==> config.mk <==
export PLATFORM = sky130hd
export DESIGN_NAME = otter_io_timer
export DESIGN_NICKNAME = d
export VERILOG_FILES = /design/src/rtl/otter_timer_pkg.sv /design/src/rtl/otter_intr_stretch.sv /design/src/rtl/otter_io_timer.sv
export SDC_FILE = /design/constraint.sdc
export NUM_CORES = 1
export LEC_CHECK = 0
export BUFFER_PORTS_ARGS = -buffer_cell sky130_fd_sc_hd__buf_2
export CORE_AREA = 2 2 153 95
export CTS_CLUSTER_SIZE = 12
export DETAILED_ROUTE_END_ITERATION = 16
export DIE_AREA = 0 0 155 97
export GPL_ROUTABILITY_DRIVEN = 0
export GPL_TIMING_DRIVEN = 0
export HOLD_SLACK_MARGIN = 0.06
export PLACE_DENSITY_LB_ADDON = 0.25
export REMOVE_ABC_BUFFERS = 1
export SETUP_SLACK_MARGIN = 0.3
export SLEW_MARGIN = 10
export SYNTH_ARGS = -nofsm -noshare
export SYNTH_HDL_FRONTEND = slang
export SYNTH_SLANG_ARGS = --single-unit
==> constraint.sdc <==
create_clock -name clk -period 3.22 [get_ports clk]
set_input_delay 0.483 -clock clk [delete_from_list [all_inputs] [get_ports clk]]
set_output_delay 0.483 -clock clk [all_outputs]
set_load 0.02 [all_outputs]
==> src/rtl/otter_timer_pkg.sv <==
// Shared definitions for the OTTER I/O countdown timer: register offsets,
// CTRL bit positions and the timer state encoding.
package otter_timer_pkg;

  // Word offsets, matched against IOBUS_ADDR[3:2]
  localparam logic [1:0] TMR_CTRL   = 2'd0;
  localparam logic [1:0] TMR_RELOAD = 2'd1;
  localparam logic [1:0] TMR_COUNT  = 2'd2;
  localparam logic [1:0] TMR_STATUS = 2'd3;

  localparam int CTRL_EN     = 0;
  localparam int CTRL_AUTO   = 1;
  localparam int CTRL_IE     = 2;
  localparam int CTRL_PS_LSB = 4;
  localparam int CTRL_PS_MSB = 11;

  typedef enum logic [1:0] {
    IDLE,
    RUN,
    DONE
  } tmr_state_t;

endpackage

==> src/rtl/otter_intr_stretch.sv <==
// Registered interrupt pulse of INTR_CYCLES clocks; a retrigger while the
// pulse is active restarts the count, extending the pulse.
module otter_intr_stretch #(
  parameter int INTR_CYCLES = 4
) (
  input  logic clk,
  input  logic rst,
  input  logic trigger,
  output logic pulse
);

  logic [3:0] remain;

  // NOTE: sequential state uses non-blocking assignments so every flop samples
  // pre-edge values; pulse below deliberately reads the old remain.
  always_ff @(posedge clk or posedge rst) begin
    if (rst) begin
      remain <= '0;
      pulse  <= 1'b0;
    end else begin
      if (trigger) begin
        remain <= 4'(INTR_CYCLES);
      end else if (remain != 4'd0) begin
        remain <= remain - 4'd1;
      end
      pulse <= trigger || (remain > 4'd1);
    end
  end

endmodule

==> src/rtl/otter_io_timer.sv <==
// Memory-mapped countdown timer on the OTTER IOBUS with sticky expiry flag and
// stretched interrupt. Define OTTER_TIMER_PRESCALE_EN to build the prescaler.
module otter_io_timer
  import otter_timer_pkg::*;
#(
  parameter logic [31:0] BASE_ADDR   = 32'h1100_D000,
  parameter int          INTR_CYCLES = 4
) (
  input  logic        clk,
  input  logic        RST,
  input  logic [31:0] IOBUS_ADDR,
  input  logic [31:0] IOBUS_OUT,
  input  logic        IOBUS_WR,
  output logic [31:0] IOBUS_IN,
  output logic        INTR
);

  tmr_state_t  st, st_next;
  logic        ctrl_en, ctrl_auto, ctrl_ie;
  logic [31:0] reload, count;
  logic        exp_flag;
  logic [7:0]  prescale_rd;
  logic [1:0]  reg_sel;
  logic        sel, wr_hit, wr_ctrl, wr_reload, wr_count, wr_status;
  logic        ctrl_off_wr, tick, run_tick, expire, intr_trig;
  logic        unused_addr_bits;

  assign reg_sel          = IOBUS_ADDR[3:2];
  assign sel              = (IOBUS_ADDR[31:4] == BASE_ADDR[31:4]);
  assign wr_hit           = IOBUS_WR && sel;
  assign wr_ctrl          = wr_hit && (reg_sel == TMR_CTRL);
  assign wr_reload        = wr_hit && (reg_sel == TMR_RELOAD);
  assign wr_count         = wr_hit && (reg_sel == TMR_COUNT);
  assign wr_status        = wr_hit && (reg_sel == TMR_STATUS);
  assign ctrl_off_wr      = wr_ctrl && !IOBUS_OUT[CTRL_EN];
  assign unused_addr_bits = ^IOBUS_ADDR[1:0];

`ifdef OTTER_TIMER_PRESCALE_EN
  logic [7:0] prescale, ps_cnt;

  // >= keeps ticks coming if PRESCALE is lowered below the running prescaler
  assign tick        = (st == RUN) && (ps_cnt >= prescale);
  assign prescale_rd = prescale;

  always_ff @(posedge clk or posedge RST) begin
    if (RST) begin
      prescale <= '0;
      ps_cnt   <= '0;
    end else begin
      if (wr_ctrl) prescale <= IOBUS_OUT[CTRL_PS_MSB:CTRL_PS_LSB];
      if (st != RUN || ctrl_off_wr || tick) ps_cnt <= '0;
      else                                  ps_cnt <= ps_cnt + 8'd1;
    end
  end
`else
  assign tick        = (st == RUN);
  assign prescale_rd = '0;
`endif

  // A disabling CTRL write or a COUNT write in the same cycle beats the expiry
  assign run_tick  = tick && !ctrl_off_wr;
  assign expire    = run_tick && (count == 32'd1) && !wr_count;
  assign intr_trig = expire && ctrl_ie;

  always_ff @(posedge clk or posedge RST) begin
    if (RST) st <= IDLE;
    else     st <= st_next;
  end

  // NOTE: st_next gets its default before any branch so no latch is inferred.
  always_comb begin
    st_next = st;
    unique case (st)
      IDLE:    if (wr_ctrl && IOBUS_OUT[CTRL_EN])   st_next = RUN;
      RUN:     if (expire && !ctrl_auto)            st_next = DONE;
      DONE:    if (wr_count && (IOBUS_OUT != '0))   st_next = RUN;
      default:                                      st_next = IDLE;
    endcase
    if (ctrl_off_wr) st_next = IDLE;
  end

  always_ff @(posedge clk or posedge RST) begin
    if (RST) begin
      ctrl_en   <= 1'b0;
      ctrl_auto <= 1'b0;
      ctrl_ie   <= 1'b0;
      reload    <= '0;
      count     <= '0;
      exp_flag  <= 1'b0;
    end else begin
      if (wr_ctrl) begin
        ctrl_en   <= IOBUS_OUT[CTRL_EN];
        ctrl_auto <= IOBUS_OUT[CTRL_AUTO];
        ctrl_ie   <= IOBUS_OUT[CTRL_IE];
      end
      if (wr_reload) reload <= IOBUS_OUT;
      if (wr_count)                        count <= IOBUS_OUT;
      else if (expire && ctrl_auto)        count <= reload;
      else if (run_tick && count != '0)    count <= count - 32'd1;
      // Set beats a same-cycle clear
      if (expire)                          exp_flag <= 1'b1;
      else if (wr_status && IOBUS_OUT[0])  exp_flag <= 1'b0;
    end
  end

  always_comb begin
    IOBUS_IN = '0;
    if (sel) begin
      unique case (reg_sel)
        TMR_CTRL: begin
          IOBUS_IN[CTRL_EN]                 = ctrl_en;
          IOBUS_IN[CTRL_AUTO]               = ctrl_auto;
          IOBUS_IN[CTRL_IE]                 = ctrl_ie;
          IOBUS_IN[CTRL_PS_MSB:CTRL_PS_LSB] = prescale_rd;
        end
        TMR_RELOAD: IOBUS_IN    = reload;
        TMR_COUNT:  IOBUS_IN    = count;
        default:    IOBUS_IN[0] = exp_flag;
      endcase
    end
  end

  otter_intr_stretch #(
    .INTR_CYCLES(INTR_CYCLES)
  ) u_intr_stretch (
    .clk    (clk),
    .rst    (RST),
    .trigger(intr_trig),
    .pulse  (INTR)
  );

endmodule

[After elaboration in Yosys (flattened, before gate mapping)]
Cells that the tools add are included.
Word-level totals
  register bits after elaboration: 75
  output and inout port bits: 33
  logic and storage cells: 70
  input bits: 67
Cells by class
  mux-type cells: 18
  $add $sub $neg: 2
  reductions and logical operators: 30
  equality and inequality tests: 10
  magnitude comparators: 1
Operators by type and width (number)
  2-to-1 mux 32 bit: 4
  nonzero test 32 bit: 2
  one-hot mux 20 bit (2 select lines): 1
  == test 32 x 1 -> 1 bit (second input constant): 1
  subtractor 32 x 1 -> 32 bit (second input constant): 1
  == test 28 x 25 -> 1 bit (second input constant): 1
  logical AND 1 bit: 16
  one-hot mux 8 bit (2 select lines): 1
  one-hot mux 2 bit (3 select lines): 2
  2-to-1 mux 2 bit: 4
  2-to-1 mux 4 bit: 2
  == test 2 bit (second input constant): 3
  != test 3 bit (second input constant): 2
  == test 2 x 1 -> 1 bit (second input constant): 2
  > comparator 4 x 1 -> 1 bit (second input constant): 1
  logical NOT 1 bit: 4
  logical NOT 2 bit: 2
  nonzero test 2 bit: 2
  nonzero test 4 bit: 1
  subtractor 4 x 1 -> 4 bit (second input constant): 1
  != test 3 x 2 -> 1 bit (second input constant): 1
  one-hot mux 1 bit (3 select lines): 1
  AND reduction 3 bit: 1
  nonzero test 3 bit: 1
  3 further kinds: 4

[Longest topological paths before layout]
  depth after elaboration: 12
  gate-level depth with buffers: 10
  gate-level depth less buffers: 8

[By module]
From an unflattened synthesis, not the netlist that was laid out.
Second synthesis, totals
  cell total of the unflattened synthesis: 521
  area, all modules: 5001.0 sq um
By module, submodules not included
  otter_io_timer: area each 4725.8 sq um, cells an instance 495, instances 1, seq. area each 1751.7 sq um
  otter_intr_stretch: area each 275.3 sq um, cells an instance 26, instances 1, seq. area each 125.1 sq um

[Worst setup path before layout]
OpenSTA, ideal clock, no wires.
  kind: input-to-output
  start: input port IOBUS_ADDR[19]
  end: output port IOBUS_IN[21]
  path slack: 499 ps
  stages: 6
  path buffers: 2
  data arrival time: 2238 ps
  data required time: 2737 ps
  path through: or4_1 -> nor3_1 -> nand2_1 -> clkbuf_1 -> clkbuf_1 -> nor2_1
On the way
  longest elaborated chain between the ends: 2
Ends and longest elaborated chain
  from (decl): line otter_io_timer.sv:11  | input logic [31:0] IOBUS_ADDR,
  == test 28 x 25 -> 1 bit: line otter_io_timer.sv:29  | assign sel = (IOBUS_ADDR[31:4] == BASE_ADDR[31:4]);
  2-to-1 mux 32 bit: line otter_io_timer.sv:108  | if (sel) begin
  to (decl): line otter_io_timer.sv:14  | output logic [31:0] IOBUS_IN,
Every way passes these cells.

[Worst setup path after layout]
  start: input port IOBUS_ADDR[19]
  end: output port IOBUS_IN[29]
The elaborated chain is that of the path after synthesis.

==> impl_metrics.csv <==
group,metric,value,unit
placement,placed_area,5480,µm²
grt,first_global_vias,4375,
grt,grt_pass1_wl,23.9,mm
synth,yosysWarningCount,0,
cells_and_area,syn2layout_area_growth,20.9,%
power_and_ir_drop,vdd_drop_max,0.224,mV
setup_path,crit_type,"input pin to output pin",
power_and_ir_drop,p_leak,2.70,nW
synth,synth.largest_area_cell,"dfrtp_1",
cells_and_area,diodes,0,
cells_and_area,multi_input_area,2820,µm²
detailed_routing,ant_nets,0,
sta,rsz0062_at_grt,"yes",
detailed_routing,num_vias,4382,
detailed_routing,drc,0,
cells_and_area,mostFrequentLayoutCell,"buf_2",
sta,timing.slew.headroom,34.2,%
setup_path,cp_common_cell,"buf_2",
setup_path,crit_family,"simple AND/OR/NAND/NOR gates",
power_and_ir_drop,power-per-cell-area,355,nW/µm²
floorplanning,core,13500,µm²
setup_path,critPathMaxFanout,29,
detailed_routing,top_layer_used,"met4",
cts,cts_sinks,75,
power_and_ir_drop,intPower,1.60,mW
grt,global_route.usage.total,20.4,%
power_and_ir_drop,switching_share,22.9,%
setup_path,worst_path_largest_cell_delay,0.68,ns
synth,synthArstFlopShare,100,%
grt,grt_max_degree,58,
synth,synth_cells,488,
detailed_routing,via_per_inst,5.83,
job,max-cap-violations,0,
cts,cts_max_path_buffers,2,
floorplanning,die_x,155,µm
synth,postSynthAreaPerCell,9.92,µm²
cts,cts_hold_buf,0,
floorplanning,dieArea,15000,µm²
cells_and_area,post-route-util,43.4,%
synth,yosys.cell_types.count,57,
synth,synth-main-ff-cell,"dfrtp_1",
cells_and_area,stdcell_area,5860,µm²
power_and_ir_drop,pwr-share-seq,45.4,%
power_and_ir_drop,p_clk_share,48.9,%
floorplanning,rows,33,
setup_path,worstSetupEndpointType,"output pin",
cts,numCtsBuffers,9,
cts,cts_tree,"built",
detailed_routing,wl_met1,7.49,mm
sta,max_freq,357,MHz
floorplanning,io_pins,100,
setup_path,cp.buffers_inverters,2,
cells_and_area,final_cell_mix,"97 x buf_2, 75 x dfrtp_1, 47 x nor2_1",
cells_and_area,final-seq-area,1880,µm²
detailed_routing,drt-total-wl,15.3,mm
sta,finClkSkew,0.00895,ns
synth,synth_area,4840,µm²
sta,fin_crit_sh,87.0,%
synth,ys_top_cells_by_area,"dfrtp_1 39%, a22oi_1 7.1%, mux2i_1 6.6%",
run_status,outcome,"finished clean",
power_and_ir_drop,switching_power,0.476,mW
cells_and_area,drive_above_1_share,29.5,%
placement,io_buffer_count,97,
cts,root_buffer,"clkbuf_16",
synth,synth_top_cell_area_share,38.7,%
setup_path,crit_required,2.74,ns
placement,hpwl,10.5,mm
grt,antenna_found_initial,0,
cts,clk_latency,0.34,ns
grt,globalRouteOverflowTotal,0,
detailed_routing,drt-initial-drc-count,326,
setup_path,worst_path_max_delay_cell,"or4_1",
sta,min_period,2.80,ns
synth,yosys_register_bits,75,
floorplanning,start_util,35.9,%
detailed_routing,wl_per_cell,20.3,µm
sta,tightestPinTransition,0.980,ns
synth,ys_seq_area_share,38.7,%
setup_path,arrival,2.32,ns
floorplanning,fp.dieH,97,µm
sta,hold_violations,0,
detailed_routing,routed-wl-met2,6.46,mm
cells_and_area,fin_nets,650,
detailed_routing,dr_wl_met3,1.22,mm
detailed_routing,first_pass_iters,5,
sta,setup_viol,0,
sta,slew_viol_final,0,
setup_path,crit_chain,"buf_2, or4_1, nor3_4, nand2_4, nor2_1, buf_2",
setup_path,startpoint_type,"input pin",
sta,setup_tns,0,ns
cts,clk_pin_slew,0.06,ns
worst_hold_path,min_path_type,"input pin to async pin",
power_and_ir_drop,comb_power_share,5.7,%
cts,htree_levels,3,
cells_and_area,n_fill_cell,1317,
synth,synth_edf_count,0,
-- state kept, by name, indices dropped and copies added, names as in the netlist, 2 cells and up --
name                   cells
count                     32
reload                    32
st                         2
u_intr_stretch.remain      4
-- cell families after synthesis --
kind of cell | count (synthesis) | synth area share, %
buf+inv | 44 | 4.65
mux | 67 | 14.8
xor+xnor | 29 | 5.24
fa+ha+maj | 11 | 2.84
flops | 75 | 38.7
simple gates | 146 | 17.7
compound gates | 116 | 16.0
-- metrics by stage --
stage	hold WS [ns]	cells	setup slack, ns	power [mW]
after global routing	0.107	752	0.280	2.15
final	0.0880	752	0.418	2.08
after floorplan	0.450	455	-0.222	0.994
after detailed placement	0.455	732	-0.575	1.08
after global placement	0.461	727	-2.43	1.07
after CTS	0.0950	751	0.335	2.09
-- worst register-to-register path: stages (launching register included) --
cell	delay [ns]
dfrtp_1	0.46
or4_4	0.60
nor4_4	0.33
buf_4	0.19
nand4_1	0.18
a21oi_4	0.58
a22oi_1	0.16
o21ai_1	0.13
-- area by class of cell --
class / count / area share, %
Clock inverter: 5 / 0.897
Sequential cell: 75 / 32.1
Timing Repair Buffer: 106 / 10.3
Tap cell: 175 / 3.74
Clock buffer: 11 / 4.15
Inverter: 11 / 0.748
Multi-Input combinational cell: 369 / 48.1
-- synth_stat cells, types with 6 or more instances --
library cell and number:
a22oi_1 46, xor2_1 16, dfrtp_1 75, inv_1 11, nor2_1 47, o22ai_1 14
ha_1 11, nand4_1 8, mux2_2 22, nand2_1 12, xnor2_1 13, mux2_1 13
o21ai_1 18, or4_1 6, mux2i_1 32, nand3_1 9, nor3_1 16, a21oi_1 20
clkbuf_1 22, nor4_1 15
-- power by group through the flow --
stage	registers, mW	logic (mW)	clock network [mW]
CTS	0.942	0.119	1.03
global placement	0.960	0.107	0
detailed placement	0.960	0.116	0
floorplan	0.960	0.0340	0
finish	0.943	0.119	1.02
global route	0.942	0.129	1.08
-- layer usage --
layer	global-route usage, %	vias up
li1	-	2010
met2	29.1	191
met1	30.9	2164
met5	0	-
met4	4.70	0
met3	5.02	17
-- path summary, 6_finish.rpt --
check                               end           start  slack [ns]  cells past startpoint
setup / recovery           IOBUS_IN[29]  IOBUS_ADDR[19]        0.42                      6
hold / removal                reload[7]             RST        0.09                      2
setup reg to reg              count[29]        count[2]        0.51                      7
hold reg to reg                exp_flag        exp_flag        0.48                      1
max in group asynchronous    reload[27]             RST        2.54                      3
min in group clk             reload[24]   IOBUS_OUT[24]        0.39                      2
-- repair_timing --
item / CTS / global route
cloned: 0 / 0
pin swaps: 2 / 0
endpoints found under the setup margin: 62 / 40
setup buffers: 3 / 1
resized for setup: 6 / 3
(Power assumes the default switching activity.)
